==> src/rtl/moving_avg_filter_if.sv <==
// Sample stream into the boxcar filter and its filtered result stream.
// The master side produces samples and consumes results; the filter is the slave side.
interface moving_avg_filter_if #(
   parameter int DATA_W = 16
);
   logic signed [DATA_W-1:0] DIN;
   logic                     DIN_VALID;
   logic signed [DATA_W-1:0] DOUT;
   logic                     DOUT_VALID;
   logic                     PRIMED;

   modport master (
      output DIN, DIN_VALID,
      input  DOUT, DOUT_VALID, PRIMED
   );

   modport slave (
      input  DIN, DIN_VALID,
      output DOUT, DOUT_VALID, PRIMED
   );
endinterface

==> src/rtl/moving_avg_filter.sv <==
// Boxcar low-pass filter: outputs the floor mean of the last 2^LOG2_TAPS signed samples.
// A running accumulator is updated incrementally with the newest sample minus the one it evicts.
module moving_avg_filter #(
   parameter int DATA_W    = 16,
   parameter int LOG2_TAPS = 3
) (
   input  logic                 CLOCK_50,
   input  logic                 RESET,
   input  logic                 CLEAR,
   moving_avg_filter_if.slave   bus
);
   localparam int N  = 1 << LOG2_TAPS;
   localparam int AW = DATA_W + LOG2_TAPS;
   localparam logic [LOG2_TAPS:0] FILL_LAST = (LOG2_TAPS+1)'(N - 1);
   localparam logic [LOG2_TAPS:0] FILL_FULL = (LOG2_TAPS+1)'(N);

   typedef enum logic {S_FILL, S_RUN} state_t;

   state_t                   state_reg, state_next;
   logic signed [DATA_W-1:0] history_reg [N];
   logic [LOG2_TAPS-1:0]     wp_reg;
   logic signed [AW-1:0]     acc_reg, acc_next;
   logic [LOG2_TAPS:0]       fill_reg, fill_next;
   logic signed [DATA_W-1:0] dout_reg;
   logic                     dout_valid_reg;
   logic                     primed_reg, primed_next;

   logic flush;
   logic accept;
   logic signed [AW-1:0] din_ext;
   logic signed [AW-1:0] oldest_ext;

   assign flush  = RESET | CLEAR;
   assign accept = bus.DIN_VALID & ~flush;

   assign din_ext    = {{LOG2_TAPS{bus.DIN[DATA_W-1]}}, bus.DIN};
   assign oldest_ext = {{LOG2_TAPS{history_reg[wp_reg][DATA_W-1]}}, history_reg[wp_reg]};
   assign acc_next   = acc_reg + din_ext - oldest_ext;

   // One register per window slot so a flush can zero the whole history in one edge.
   generate
      for (genvar gi = 0; gi < N; gi++) begin : g_history
         always_ff @(posedge CLOCK_50) begin
            if (flush) begin
               history_reg[gi] <= '0;
            end else if (accept && (wp_reg == LOG2_TAPS'(gi))) begin
               history_reg[gi] <= bus.DIN;
            end
         end
      end
   endgenerate

   always_comb begin
      state_next  = state_reg;
      fill_next   = fill_reg;
      primed_next = primed_reg;
      case (state_reg)
         S_FILL: begin
            if (bus.DIN_VALID) begin
               fill_next = fill_reg + 1'b1;
               if (fill_reg == FILL_LAST) begin
                  state_next  = S_RUN;
                  primed_next = 1'b1;
               end
            end
         end
         S_RUN: begin
            fill_next   = FILL_FULL;
            primed_next = 1'b1;
         end
         default: begin
            state_next = S_FILL;
         end
      endcase
   end

   always_ff @(posedge CLOCK_50) begin
      if (flush) begin
         state_reg  <= S_FILL;
         fill_reg   <= '0;
         primed_reg <= 1'b0;
      end else begin
         state_reg  <= state_next;
         fill_reg   <= fill_next;
         primed_reg <= primed_next;
      end
   end

   // Bits [LOG2_TAPS +: DATA_W] are the arithmetic right shift, which floors toward -inf.
   always_ff @(posedge CLOCK_50) begin
      if (flush) begin
         wp_reg         <= '0;
         acc_reg        <= '0;
         dout_reg       <= '0;
         dout_valid_reg <= 1'b0;
      end else if (bus.DIN_VALID) begin
         wp_reg         <= wp_reg + 1'b1;
         acc_reg        <= acc_next;
         dout_reg       <= acc_next[LOG2_TAPS +: DATA_W];
         dout_valid_reg <= 1'b1;
      end else begin
         dout_valid_reg <= 1'b0;
      end
   end

   assign bus.DOUT       = dout_reg;
   assign bus.DOUT_VALID = dout_valid_reg;
   assign bus.PRIMED     = primed_reg;
endmodule
==> src/flat_wrapper.sv <==
// flat-port wrapper written by rule: the top's interface ports become plain ports
module moving_avg_filter_flat 
#(
   parameter int DATA_W    = 16,
   parameter int LOG2_TAPS = 3
)
  (CLOCK_50, RESET, CLEAR, bus_DIN, bus_DIN_VALID, bus_DOUT, bus_DOUT_VALID, bus_PRIMED);
  moving_avg_filter_if #(.DATA_W(DATA_W)) bus_i ();
  input  logic CLOCK_50;
  input  logic RESET;
  input  logic CLEAR;
  input wire logic [$bits(bus_i.DIN)-1:0] bus_DIN;
  input wire logic [$bits(bus_i.DIN_VALID)-1:0] bus_DIN_VALID;
  output wire logic [$bits(bus_i.DOUT)-1:0] bus_DOUT;
  output wire logic [$bits(bus_i.DOUT_VALID)-1:0] bus_DOUT_VALID;
  output wire logic [$bits(bus_i.PRIMED)-1:0] bus_PRIMED;
  assign bus_i.DIN = bus_DIN;
  assign bus_i.DIN_VALID = bus_DIN_VALID;
  assign bus_DOUT = bus_i.DOUT;
  assign bus_DOUT_VALID = bus_i.DOUT_VALID;
  assign bus_PRIMED = bus_i.PRIMED;
  moving_avg_filter #(.DATA_W(DATA_W), .LOG2_TAPS(LOG2_TAPS)) u_core (.CLOCK_50(CLOCK_50), .RESET(RESET), .CLEAR(CLEAR), .bus(bus_i));
endmodule
==> config.mk <==
export PLATFORM = sky130hd
export DESIGN_NAME = moving_avg_filter_flat
export DESIGN_NICKNAME = d
export VERILOG_FILES = /design/src/rtl/moving_avg_filter_if.sv /design/src/rtl/moving_avg_filter.sv /design/src/flat_wrapper.sv
export SDC_FILE = /design/constraint.sdc
export NUM_CORES = 1
export LEC_CHECK = 0
export BUFFER_PORTS_ARGS = -buffer_cell sky130_fd_sc_hd__buf_4
export CAP_MARGIN = 30
export CORE_ASPECT_RATIO = 0.9
export CORE_MARGIN = 2
export CORE_UTILIZATION = 30
export CTS_CLUSTER_SIZE = 28
export DETAILED_ROUTE_END_ITERATION = 8
export GPL_ROUTABILITY_DRIVEN = 1
export PLACE_DENSITY = 0.54
export REMOVE_ABC_BUFFERS = 1
export SLEW_MARGIN = 10
export SYNTH_ARGS = -nofsm -noshare
export SYNTH_HDL_FRONTEND = slang
export SYNTH_SLANG_ARGS = --single-unit
==> constraint.sdc <==
create_clock -name CLOCK_50 -period 4.1 [get_ports CLOCK_50]
set_clock_uncertainty 0.1 [all_clocks]
set_input_delay 0.205 -clock CLOCK_50 [delete_from_list [all_inputs] [get_ports CLOCK_50]]
set_output_delay 0.205 -clock CLOCK_50 [all_outputs]
set_load 0.005 [all_outputs]
==> summary.txt, run 1 <==
Synthesis
  – #FFs+latches synth: 160
  – Mean Syn Cell Area: 12.26 um2
  – Mapped Cells: 698
  – Ys Warns: 0
  – Post-synthesis sequential area ratio: 52.42%
  – Dominant synthesized flop cell: edfxtp_1
  – Mapped Area: 8554 um2
  – FFs w/ async S/R, synth: 0%
  – Post-synth EDFFs: 128
  – Synth cell types: 60

Flow run
  – Max Cap Viol: 0

Drt
  – Drc violations: 0
  – Via/cell ratio: 4.852
  – DR pass1 iterations: 7
  – Starting DRC count in detailed routing: 596
  – Post-Route M1 WL: 9572 um
  – Drt wl/cell: 19.21 um
  – Highest routed metal layer: met4
  – Total wire length: 21,200 um
  – Met2 routed WL: 10,050 um
  – Via count: 5,357
  – Routed Antenna Nets: 0
  – Met3 routed WL: 1354 um

GRT
  – Vias in the first global route: 5,363
  – GR Overflow Total: 0
  – Initial antenna violation count: 0
  – Largest net degree at the start of global routing: 37
  – Gr usage total: 14.71%
  – Global-route wire length before repair: 32,460 um

Pwr
  – Int Pwr: 3.251 mW
  – Total power draw: 4.594 mW
  – Clock network power share: 36.7%
  – Comb pwr share: 22.3%
  – VDD IR max: 0.2957 mV
  – P_leak: 4.191 nW
  – Switch share: 29.23%
  – Net Sw Power: 1.343 mW
  – P per Cell Area: 462.7 nW/um2
  – Reg power frac: 41.0%

Worst hold path
  – Hold Crit Class: in2reg

Final layout
  – Max FFs per register: 128
  – Post-Layout Cell Count: 1,104
  – Fill cells: 2,788
  – Nets: 796
  – Layout cells sized above 1: 20.43%
  – Ant diodes: 0
  – Layout area overhead: 16.07%

Placed design
  – Port Buffers: 37
  – GPL Wtd Cong: 0.7885
  – HPWL Detailed: 13,930 um
  – Dpl cells: 1,063

Timing
  – Slew Limit Headroom: 36.89%
  – Pins Over Slew Limit: 0
  – Final Critical Period: 3.909 ns
  – Fmax: 0.2558 GHz
  – Endpoints failing setup: 0
  – Fin. Hold Viols: 0
  – Worst-Margin Slew: 0.9443 ns
  – Post-Route Setup TNS: 0 ns
  – Final critical-path share of the clock period: 95.34%
  – Unrepaired setup endpoints after global routing: false

Setup path
  – Crit-path cells: buf_12 -> mux4_2 -> mux2_2 -> fa_1 -> inv_1 -> ha_1 -> a211oi_2 -> o21ai_1 -> a21oi_2 -> o21ai_1 -> or3_1 -> o311ai_1
  – Most frequent CP cell: o21ai_1
  – CP max FO: 8
  – CP max stage delay: 0.50 ns
  – CP arrival: 4.13 ns
  – CP startpoint kind: flop
  – Buf+Inv Stages, Crit Path: 2
  – WP data required: 4.32 ns
  – CP top delay family: compound AO/OA/AOI/OAI gates
  – Setup CP Type: reg2reg
  – Critical path's slowest cell: mux4_2
  – Critical Path End Type: flop

Die
  – Die H: 164.2 um
  – Core area: 28,010 um2
  – Starting Density: 30.54%
  – Die ar.: 29,880 um2
  – Overall die width: 182.0 um
  – Top-Level Pins: 38
  – Rows: 58

Status
  – Status: completed

Clock network
  – TritonCTS buffer count: 17
  – # clock sinks: 160
  – CTS tree: built
  – CTS Root Cell: clkbuf_16
  – Clock tree buffer depth: 2
  – H-tree depth: 4
  – Reg clk slew, reported paths: 0.07 ns
  – Worst-skew pair later-pin latency: 0.43 ns
==> path summary, 6_finish.rpt <==
kind                     start                  endpoint  slack, ns  depth (start not counted)
max                       flop        u_core.bus.DOUT[9]       0.19                         12
min                 bus_DIN[2]  u_core.history_reg[5][2]       0.02                          2
max reg2reg               flop        u_core.bus.DOUT[9]       0.19                         12
min reg2reg  u_core.bus.PRIMED         u_core.bus.PRIMED       0.35                          1
==> cell type report <==
type | count | area, um2 | area share (%)
flip-flops and latches | 160 | 4488 | 45.20
multi-input cells | 412 | 3497 | 35.22
repair buffers | 66 | 595.6 | 5.998
well taps | 360 | 450.4 | 4.536
clock buffers | 17 | 425.4 | 4.284
inverters | 74 | 277.8 | 2.797
clock inverters | 15 | 195.2 | 1.966
==> per-stage QoR <==
| step | worst slack [ns] | utilization [%] | area, um2 | hold slack [ns] |
|---|---|---|---|---|
| floorplan | -0.5675 | - | 8255 | 0.1944 |
| global placement | 0.2052 | 32.84 | 9200 | 0.3358 |
| detailed placement | 0.1661 | 32.84 | 9200 | 0.3446 |
| CTS | 0.1296 | 35.34 | 9901 | 0.002445 |
| global route | 0.05519 | 35.45 | 9930 | 0.009410 |
| finish | 0.1909 | 35.45 | 9930 | 0.01750 |
==> kinds of logic after synthesis <==
logic type	Yosys count	synth area share (%)
buffers and inverters	126	6.743
AOI/OAI and AO/OA	66	5.354
and+or+nand+nor	227	14.00
DFF	160	52.42
muxes	59	11.79
xor gates and xnor gates	15	1.536
adders and majority gates	45	8.161
==> timing repair <==
action,CTS,global route
buffers inserted,0,0
resized for setup,0,2
endpoints found under the setup margin,0,2
hold buffers,8,0
hold endpoints to repair,15,0
==> metal layers <==
layer | global-route usage [%] | up-vias
li1 | - | 2533
met1 | 20.34 | 2647
met2 | 23.65 | 161
met3 | 3.525 | 16
met4 | 3.116 | 0
met5 | 0 | -
==> layout by cell type, fill, tap and decap left out, drive strengths merged, types with 5 or more instances in the layout <==
cell / instances
mux2: 14
edfxtp: 128
a21o: 6
mux2i: 13
fa: 18
nand3: 6
mux4: 32
dfxtp: 32
o21ai: 17
a21oi: 19
and3: 55
clkbuf: 18
xor2: 5
buf: 57
dlygate4sd3: 8
nand4: 5
a211oi: 6
and2: 48
ha: 27
nand2: 31
xnor2: 10
nor3: 9
inv: 82
nor2: 63
==> synth_stat cells (2+ instances only) <==
master,count,share of area [%]
edfxtp_1,128,45
inv_1,73,3.2
nor2_1,61,2.7
and3_1,55,4.0
and2_1,48,3.5
dfxtp_1,32,7.5
mux4_2,32,8.4
nand2_1,30,1.3
ha_1,27,3.9
clkbuf_1,24,1.1
buf_4,18,1.6
fa_1,18,4.2
a21oi_1,16,0.94
mux2_2,14,1.8
mux2i_1,13,1.5
o21ai_0,11,0.64
xnor2_1,10,1.0
nor3_1,9,0.53
o21ai_1,6,0.35
a21o_1,5,0.44
buf_2,5,0.29
nand3_1,5,0.29
xor2_1,5,0.51
a211oi_1,4,0.35
buf_6,4,0.53
nand4_1,4,0.29
a21oi_2,3,0.31
nand2b_1,3,0.22
a211oi_2,2,0.29
nand3b_1,2,0.18
or3_1,2,0.15
==> power groups by stage <==
stage	clock network [mW]	registers, mW	logic, mW
finish	1.69	1.88	1.03
global route	1.78	1.89	1.15
CTS	1.72	1.88	1.03
detailed placement	0	1.92	1.02
global placement	0	1.92	1.01
floorplan	0	1.91	0.708
No activity file was read; power rests on OpenSTA's default activity.
==> run 2: changes to the inputs <==
Settings changed: PLACE_DENSITY 0.54 to unset.
==> run 2 against run 1 <==
Register-to-register slack worse by 0.02 ns. Via count is 0.19% higher. Critical path type unchanged. Sequential share of layout area is 0.40 points higher.
==> summary.txt, run 2 (synthesis results as in run 1) <==
Final layout
  – Max FFs per register: 128 (unchanged)
  – Layout area overhead: 14.99%
  – Post-Layout Cell Count: 1,102 (-0.18%)
  – Ant diodes: 0 (unchanged)
  – Commonest non-fill, non-tap cell in the layout: edfxtp_1
  – Most frequent cells in the layout: edfxtp_1 (128), inv_1 (73), nor2_1 (60), and3_1 (55), buf_4 (51)
  – Layout cells sized above 1: 19.95% (-0.48 points)
  – Nets: 794 (-0.25%)
  – Final core occ: 35.12% (-0.33 points)

Pwr
  – Int Pwr: 3.111 mW (-4.3%)
  – P per Cell Area: 452.3 nW/um2 (-2.2%)
  – Switch share: 30.08% (+0.86 points)
  – P_leak: 4.153 nW (-0.91%)
  – Comb pwr share: 22.6% (+0.3 points)
  – Reg power frac: 42.3% (+1.3 points)
  – Clock network power share: 35.1% (-1.6 points)
  – VDD IR max: 0.2739 mV (-7.4%)
  – Total power draw: 4.449 mW (-3.1%)
  – Net Sw Power: 1.339 mW (-0.30%)

Timing
  – Post-Route Setup TNS: 0 ns (unchanged)
  – Fin. Hold Viols: 0 (unchanged)
  – Pins Over Slew Limit: 0 (unchanged)
  – Slew Limit Headroom: 37.06% (+0.17 points)
  – Final critical-path share of the clock period: 95.86% (+0.52 points)
  – Worst-Margin Slew: 0.9418 ns (-0.002489 ns)
  – Unrepaired setup endpoints after global routing: false
  – Endpoints failing setup: 0 (unchanged)
  – Hold WS: 0.01566 ns (-0.001839 ns)
  – Final Critical Period: 3.930 ns (+0.02125 ns)
  – Fmax: 0.2544 GHz (-0.54%)

Drt
  – Total wire length: 20,760 um (-2.1%)
  – Starting DRC count in detailed routing: 472 (-21%)
  – DR pass1 iterations: 5 (-2)
  – Routed Antenna Nets: 0 (unchanged)
  – Drc violations: 0 (unchanged)
  – Drt wl/cell: 18.84 um (-1.9%)
  – Via count: 5,367 (+0.19%)
  – Via/cell ratio: 4.870 (+0.37%)

Clock network
  – Post-CTS Hold Buffers: 9 (+1)
  – CTS Root Cell: clkbuf_16
  – Post-CTS repair timing setup buffer count: 0 (unchanged)
  – Clock tree buffer depth: 2 (unchanged)
  – Reg clk slew, reported paths: 0.07 ns (about the same)
  – Cts repair resizes: 0 (unchanged)
  – Worst-skew pair later-pin latency: 0.43 ns (about the same)
  – # clock sinks: 160 (unchanged)
  – H-tree depth: 4 (unchanged)
  – CTS tree: built
  – TritonCTS buffer count: 17 (unchanged)

Die
  – Rows: 58 (unchanged)
  – Die ar.: 29,880 um2 (unchanged)
  – Die H: 164.2 um (unchanged)
  – Overall die width: 182.0 um (unchanged)
  – Starting Density: 30.54% (unchanged)
  – Top-Level Pins: 38 (unchanged)
  – Core area: 28,010 um2 (unchanged)

GRT
  – Initial antenna violation count: 0 (unchanged)
  – Gr usage total: 14.49% (-0.23 points)
  – Global-route wire length before repair: 31,920 um (-1.7%)
  – GR Overflow Total: 0 (unchanged)
  – Vias in the first global route: 5,478 (+2.1%)
  – Largest net degree at the start of global routing: 34 (-8.1%)

Placed design
  – HPWL Detailed: 13,920 um (-0.12%)
  – Port Buffers: 37 (unchanged)
  – GPL Wtd Cong: 0.8141 (+3.2%)
  – Dpl cells: 1,061 (-0.19%)

Setup path
  – CP max FO: 15 (+7)
  – WP data required: 4.34 ns (+0.02 ns)
  – Critical Path End Type: flop
  – Setup CP Type: reg2reg
  – CP startpoint kind: flop
  – R2r setup slk: 0.17 ns (-0.02 ns)
  – CP arrival: 4.17 ns (+0.04 ns)

Status
  – Status: completed

Flow run
  – Max Cap Viol: 0 (unchanged)

Worst hold path
  – Hold Crit Class: in2reg
==> run 2: path summary, 6_finish.rpt <==
kind                      from                        end  cells after the start
max reg2reg               flop         u_core.bus.DOUT[9]                     12
min                bus_DIN[14]  u_core.history_reg[6][14]                      2
min reg2reg  u_core.bus.PRIMED          u_core.bus.PRIMED                      1
max                       flop         u_core.bus.DOUT[9]                     12
==> run 2: layout make-up <==
type / count / area [um2]
clock inverter: 15 / 148.9
inverter: 74 / 277.8
tap: 360 / 450.4
timing repair buffer: 64 / 553.0
sequential: 160 / 4486
clock buffer: 17 / 425.4
fill: 2766 / 18170
multi-input combinational: 412 / 3496
==> run 2: power groups by stage <==
stage / Sequential, mW / Clock [mW] / Combinational (mW)
2_1_floorplan: 1.91 / 0 / 0.708
3_3_place_gp: 1.92 / 0 / 0.989
3_5_place_dp: 1.92 / 0 / 0.994
4_1_cts: 1.88 / 1.58 / 1.01
5_1_grt: 1.89 / 1.64 / 1.13
6_report: 1.88 / 1.56 / 1.01
==> run 2: per-layer routing <==
metal / up-vias / part of all wire (%) / GRT usage, %
li1: 2527 / - / -
met1: 2703 / 46 / 19.54
met2: 121 / 48 / 24.07
met3: 16 / 4.8 / 2.683
met4: 0 / 0.90 / 3.996
met5: - / 0 / 0
==> run 2: through the flow <==
stage,setup WS (ns),area (um2)
after floorplan,-0.5675,8255
after global placement,0.2700,9173
after detailed placement,0.2071,9173
after CTS,0.1983,9837
after global routing,0.04495,9837
final,0.1697,9837
==> run 2: worst max-delay path, stage by stage (launching register included) <==
cell	delay (ns)
dfxtp_2	0.36
buf_12	0.18
mux4_2	0.51
mux2_2	0.28
fa_1	0.48
inv_1	0.07
fa_1	0.49
a211oi_2	0.29
o21ai_1	0.15
a21oi_2	0.32
o21ai_1	0.16
or3_1	0.37
o311ai_1	0.07
==> run 3: changes to the inputs <==
Settings changed: ABC_AREA set to 1, SETUP_SLACK_MARGIN set to 0.5.
Clock period 4.1 ns to 3.7 ns, I/O delays scaled along.
==> run 3 against run 2 <==
Flip-flop and latch count unchanged. Final area up 6.9%. Routed wire length up 7.3%. Clock-buffer cell count up 1. Via count up 19%. Register-to-register slack better by 0.42 ns. Cell count up 23%. Critical endpoint is now u_core.bus.DOUT[10]. Largest power group unchanged.
==> summary.txt, run 3 <==
GRT
  – GR Overflow Total: 0 (unchanged)
  – Gr usage total: 14.52% (+0.033 points)
  – Initial antenna violation count: 0 (unchanged)
  – Vias in the first global route: 5,977 (+9.1%)
  – Largest net degree at the start of global routing: 33 (-2.9%)
  – Global-route wire length before repair: 33,400 um (+4.6%)

Die
  – Core area: 27,870 um2 (-0.52%)
  – Overall die width: 181.2 um (-0.44%)
  – Top-Level Pins: 38 (unchanged)
  – Starting Density: 30.42% (-0.11 points)
  – Rows: 58 (unchanged)
  – Die H: 163.5 um (-0.44%)
  – Die ar.: 29,620 um2 (-0.87%)

Setup path
  – Crit-path cells: buf_12 -> clkbuf_16 -> nor2_1 -> o22ai_2 -> nor2_1 -> a31oi_2 -> fa_1 -> inv_1 -> ha_1 -> nand2_1 -> nor2_1 -> nand3_1 -> nand3_2 -> nand2_1 -> nand3_1 -> nand2_1 -> nor2_1 -> nor2_1
  – Setup CP Type: reg2reg
  – CP arrival: 3.33 ns (-0.84 ns)
  – CP startpoint kind: flop
  – Most frequent CP cell: nor2_1
  – CP top delay family: simple AND/OR/NAND/NOR gates
  – Worst-case reg-to-reg path depth: 18 (+6)
  – CP max stage delay: 0.51 ns (about the same)
  – Critical Path End Type: flop
  – Critical path's slowest cell: fa_1
  – Buf+Inv Stages, Crit Path: 3 (+1)
  – R2r endpoint: u_core.bus.DOUT[10]
  – R2r setup slk: 0.59 ns (+0.42 ns)
  – CP max FO: 8 (-7)
  – WP data required: 3.92 ns (-0.42 ns)

Pwr
  – Net Sw Power: 1.631 mW (+22%)
  – Int Pwr: 3.664 mW (+18%)
  – Reg power frac: 39.0% (-3.3 points)
  – Total power draw: 5.295 mW (+19%)
  – Switch share: 30.80% (+0.71 points)
  – P per Cell Area: 503.5 nW/um2 (+11%)
  – VDD IR max: 0.3355 mV (+22%)
  – P_leak: 4.453 nW (+7.2%)
  – Comb pwr share: 26.0% (+3.4 points)
  – Clock network power share: 35.0% (about the same)

Synthesis
  – Post-Synth Adder-Cell Area: 8.235% (+0.073 points)
  – Mean Syn Cell Area: 9.019 um2 (-26%)
  – Mapped Area: 8478 um2 (-0.89%)
  – Mapped Cells: 940 (+35%)
  – Synth Area in Simple Gates: 18.98% (+5.0 points)
  – Post-synthesis sequential area ratio: 52.89% (+0.47 points)
  – Top-area cell type share of the netlist area: 45.34% (+0.40 points)
  – FFs w/ async S/R, synth: 0% (unchanged)
  – Synth Area in XOR/XNOR: 1.240% (-0.30 points)
  – Ys Warns: 0 (unchanged)
  – Post-synth EDFFs: 128 (unchanged)
  – Synth Area in Compound Gates: 10.12% (+4.8 points)
  – Largest family of logic cells by synthesized area: simple AND/OR/NAND/NOR gates
  – Most common cell in the synthesized netlist: nor2_1
  – Dominant cell type by area after synthesis: edfxtp_1
  – #FFs+latches synth: 160 (unchanged)
  – Most frequent cells after synthesis: nor2_1 (262), edfxtp_1 (128), inv_1 (97)
  – Dominant synthesized flop cell: edfxtp_1
  – Mux cell area share after synthesis: 0% (-12 points)
  – Synth cell types: 30 (-50%)
  – Largest cells by area after synthesis: edfxtp_1 (45%), nor2_1 (12%), dfxtp_1 (7.6%)

Timing
  – Final critical-path share of the clock period: 84.10% (-12 points)
  – Pins Over Slew Limit: 0 (unchanged)
  – Final Critical Period: 3.112 ns (-0.8185 ns)
  – Slew Limit Headroom: 41.37% (+4.3 points)
  – Post-Route Setup TNS: 0 ns (unchanged)
  – Unrepaired setup endpoints after global routing: true
  – Fmax: 0.3214 GHz (+26%)
  – Fin. Hold Viols: 0 (unchanged)
  – Endpoints failing setup: 0 (unchanged)
  – Worst-Margin Slew: 0.8773 ns (-0.06451 ns)

Drt
  – Drc violations: 0 (unchanged)
  – Starting DRC count in detailed routing: 578 (+22%)
  – Total wire length: 22,280 um (+7.3%)
  – Drt wl/cell: 16.47 um (-13%)
  – Via/cell ratio: 4.729 (-2.9%)
  – Routed Antenna Nets: 0 (unchanged)
  – Via count: 6,399 (+19%)
  – DR pass1 iterations: 5 (unchanged)

Flow run
  – Max Cap Viol: 0 (unchanged)

Final layout
  – Max FFs per register: 128 (unchanged)
  – Layout cells sized above 1: 21.45% (+1.5 points)
  – Most frequent cells in the layout: nor2_1 (246), edfxtp_1 (128), inv_1 (95), nand2_1 (73), buf_4 (60)
  – Nets: 1,045 (+32%)
  – Layout area overhead: 24.06%
  – Commonest non-fill, non-tap cell in the layout: nor2_1
  – Ant diodes: 0 (unchanged)

Clock network
  – Reg clk slew, reported paths: 0.06 ns (about the same)
  – # clock sinks: 160 (unchanged)
  – CTS tree: built
  – H-tree depth: 4 (unchanged)
  – TritonCTS buffer count: 17 (unchanged)
  – CTS Root Cell: clkbuf_16
  – Worst-skew pair later-pin latency: 0.43 ns (about the same)
  – Post-CTS Hold Buffers: 0 (-9)
  – Clock tree buffer depth: 2 (unchanged)

Placed design
  – Port Buffers: 37 (unchanged)
  – GPL Wtd Cong: 0.8911 (+9.5%)
  – HPWL Detailed: 14,240 um (+2.4%)

Worst hold path
  – Hold Crit Class: in2reg
  – Hold Crit Endpoint: u_core.fill_reg[1]
  – Hold Path Stages: 3 (+1)
  – Hold_sp: bus_DIN_VALID

Status
  – Status: completed
[run 3: worst max-delay path by stage]
stage,startpoint,endpoint,slack (ns),depth (start not counted)
2_1_floorplan,flop,u_core.bus.DOUT[5],-0.56,15
3_3_place_gp,flop,u_core.bus.DOUT[12],0.46,19
3_5_place_dp,flop,u_core.bus.DOUT[9],0.41,19
4_1_cts,flop,u_core.bus.DOUT[14],0.50,21
5_1_grt,flop,u_core.acc_reg[18],0.43,17
6_report,flop,u_core.bus.DOUT[10],0.59,18
[run 3: cell families after synthesis]
logic type	after synthesis
adder cells (fa/ha/maj)	45
buffers and inverters	171
XOR/XNOR	12
flip-flops	160
AO/OA/AOI/OAI	163
AND/OR/NAND/NOR	389
[run 3: layer usage]
metal  part of all wire, %  vias to the layer above  track usage, %
met3                   5.4                       14           3.188
met5                     0                        -               0
met2                    46                      188           22.76
li1                      -                     3165               -
met4                  0.79                        0           2.846
met1                    48                     3032           20.70
[run 3: final cells by class]
cell class | instances | area [um2]
Clock buffer | 18 | 429.2
Clock inverter | 14 | 176.4
Fill cell | 2812 | 17350
Inverter | 117 | 449.2
Multi-Input combinational cell | 609 | 3759
Sequential cell | 160 | 4489
Tap cell | 360 | 450.4
Timing Repair Buffer | 75 | 764.5
[run 3: stage by stage]
stage	instance area, um2	hold slack (ns)	util [%]	instances	setup slack, ns
CTS	9832	0.03584	35.28	1340	0.5001
global route	10520	0.05058	37.74	1353	0.4297
detailed placement	9106	0.3572	32.68	1304	0.4111
floorplan	8194	0.1806	-	886	-0.5625
finish	10520	0.04614	37.74	1353	0.5882
global placement	9106	0.3540	32.68	1304	0.4632
[run 3: what timing repair did]
action | 4_1_cts | 5_1_grt
pin swaps | 1 | 33
endpoints found under the hold margin | 0 | 0
cloned | 2 | 7
gates resized for setup | 12 | 134
buffers inserted | 2 | 6
endpoints found under the setup margin | 11 | 13
[run 3: worst reg2reg max path: stages, from the launching register on]
cell,delay (ns)
dfxtp_4,0.39
buf_12,0.14
clkbuf_16,0.16
nor2_1,0.13
o22ai_2,0.10
nor2_1,0.12
a31oi_2,0.07
fa_1,0.51
inv_1,0.04
ha_1,0.36
nand2_1,0.09
nor2_1,0.15
nand3_1,0.12
nand3_2,0.14
nand2_1,0.09
nand3_1,0.07
nand2_1,0.05
nor2_1,0.10
nor2_1,0.04
[run 3: power groups by stage]
stage          logic, mW  clock network (mW)  registers (mW)
6_report            1.38                1.85            2.07
5_1_grt             1.53                1.93            2.08
4_1_cts             1.10                1.87            2.07
3_5_place_dp        1.07                   0            2.10
3_3_place_gp        1.07                   0            2.10
2_1_floorplan      0.757                   0            2.10
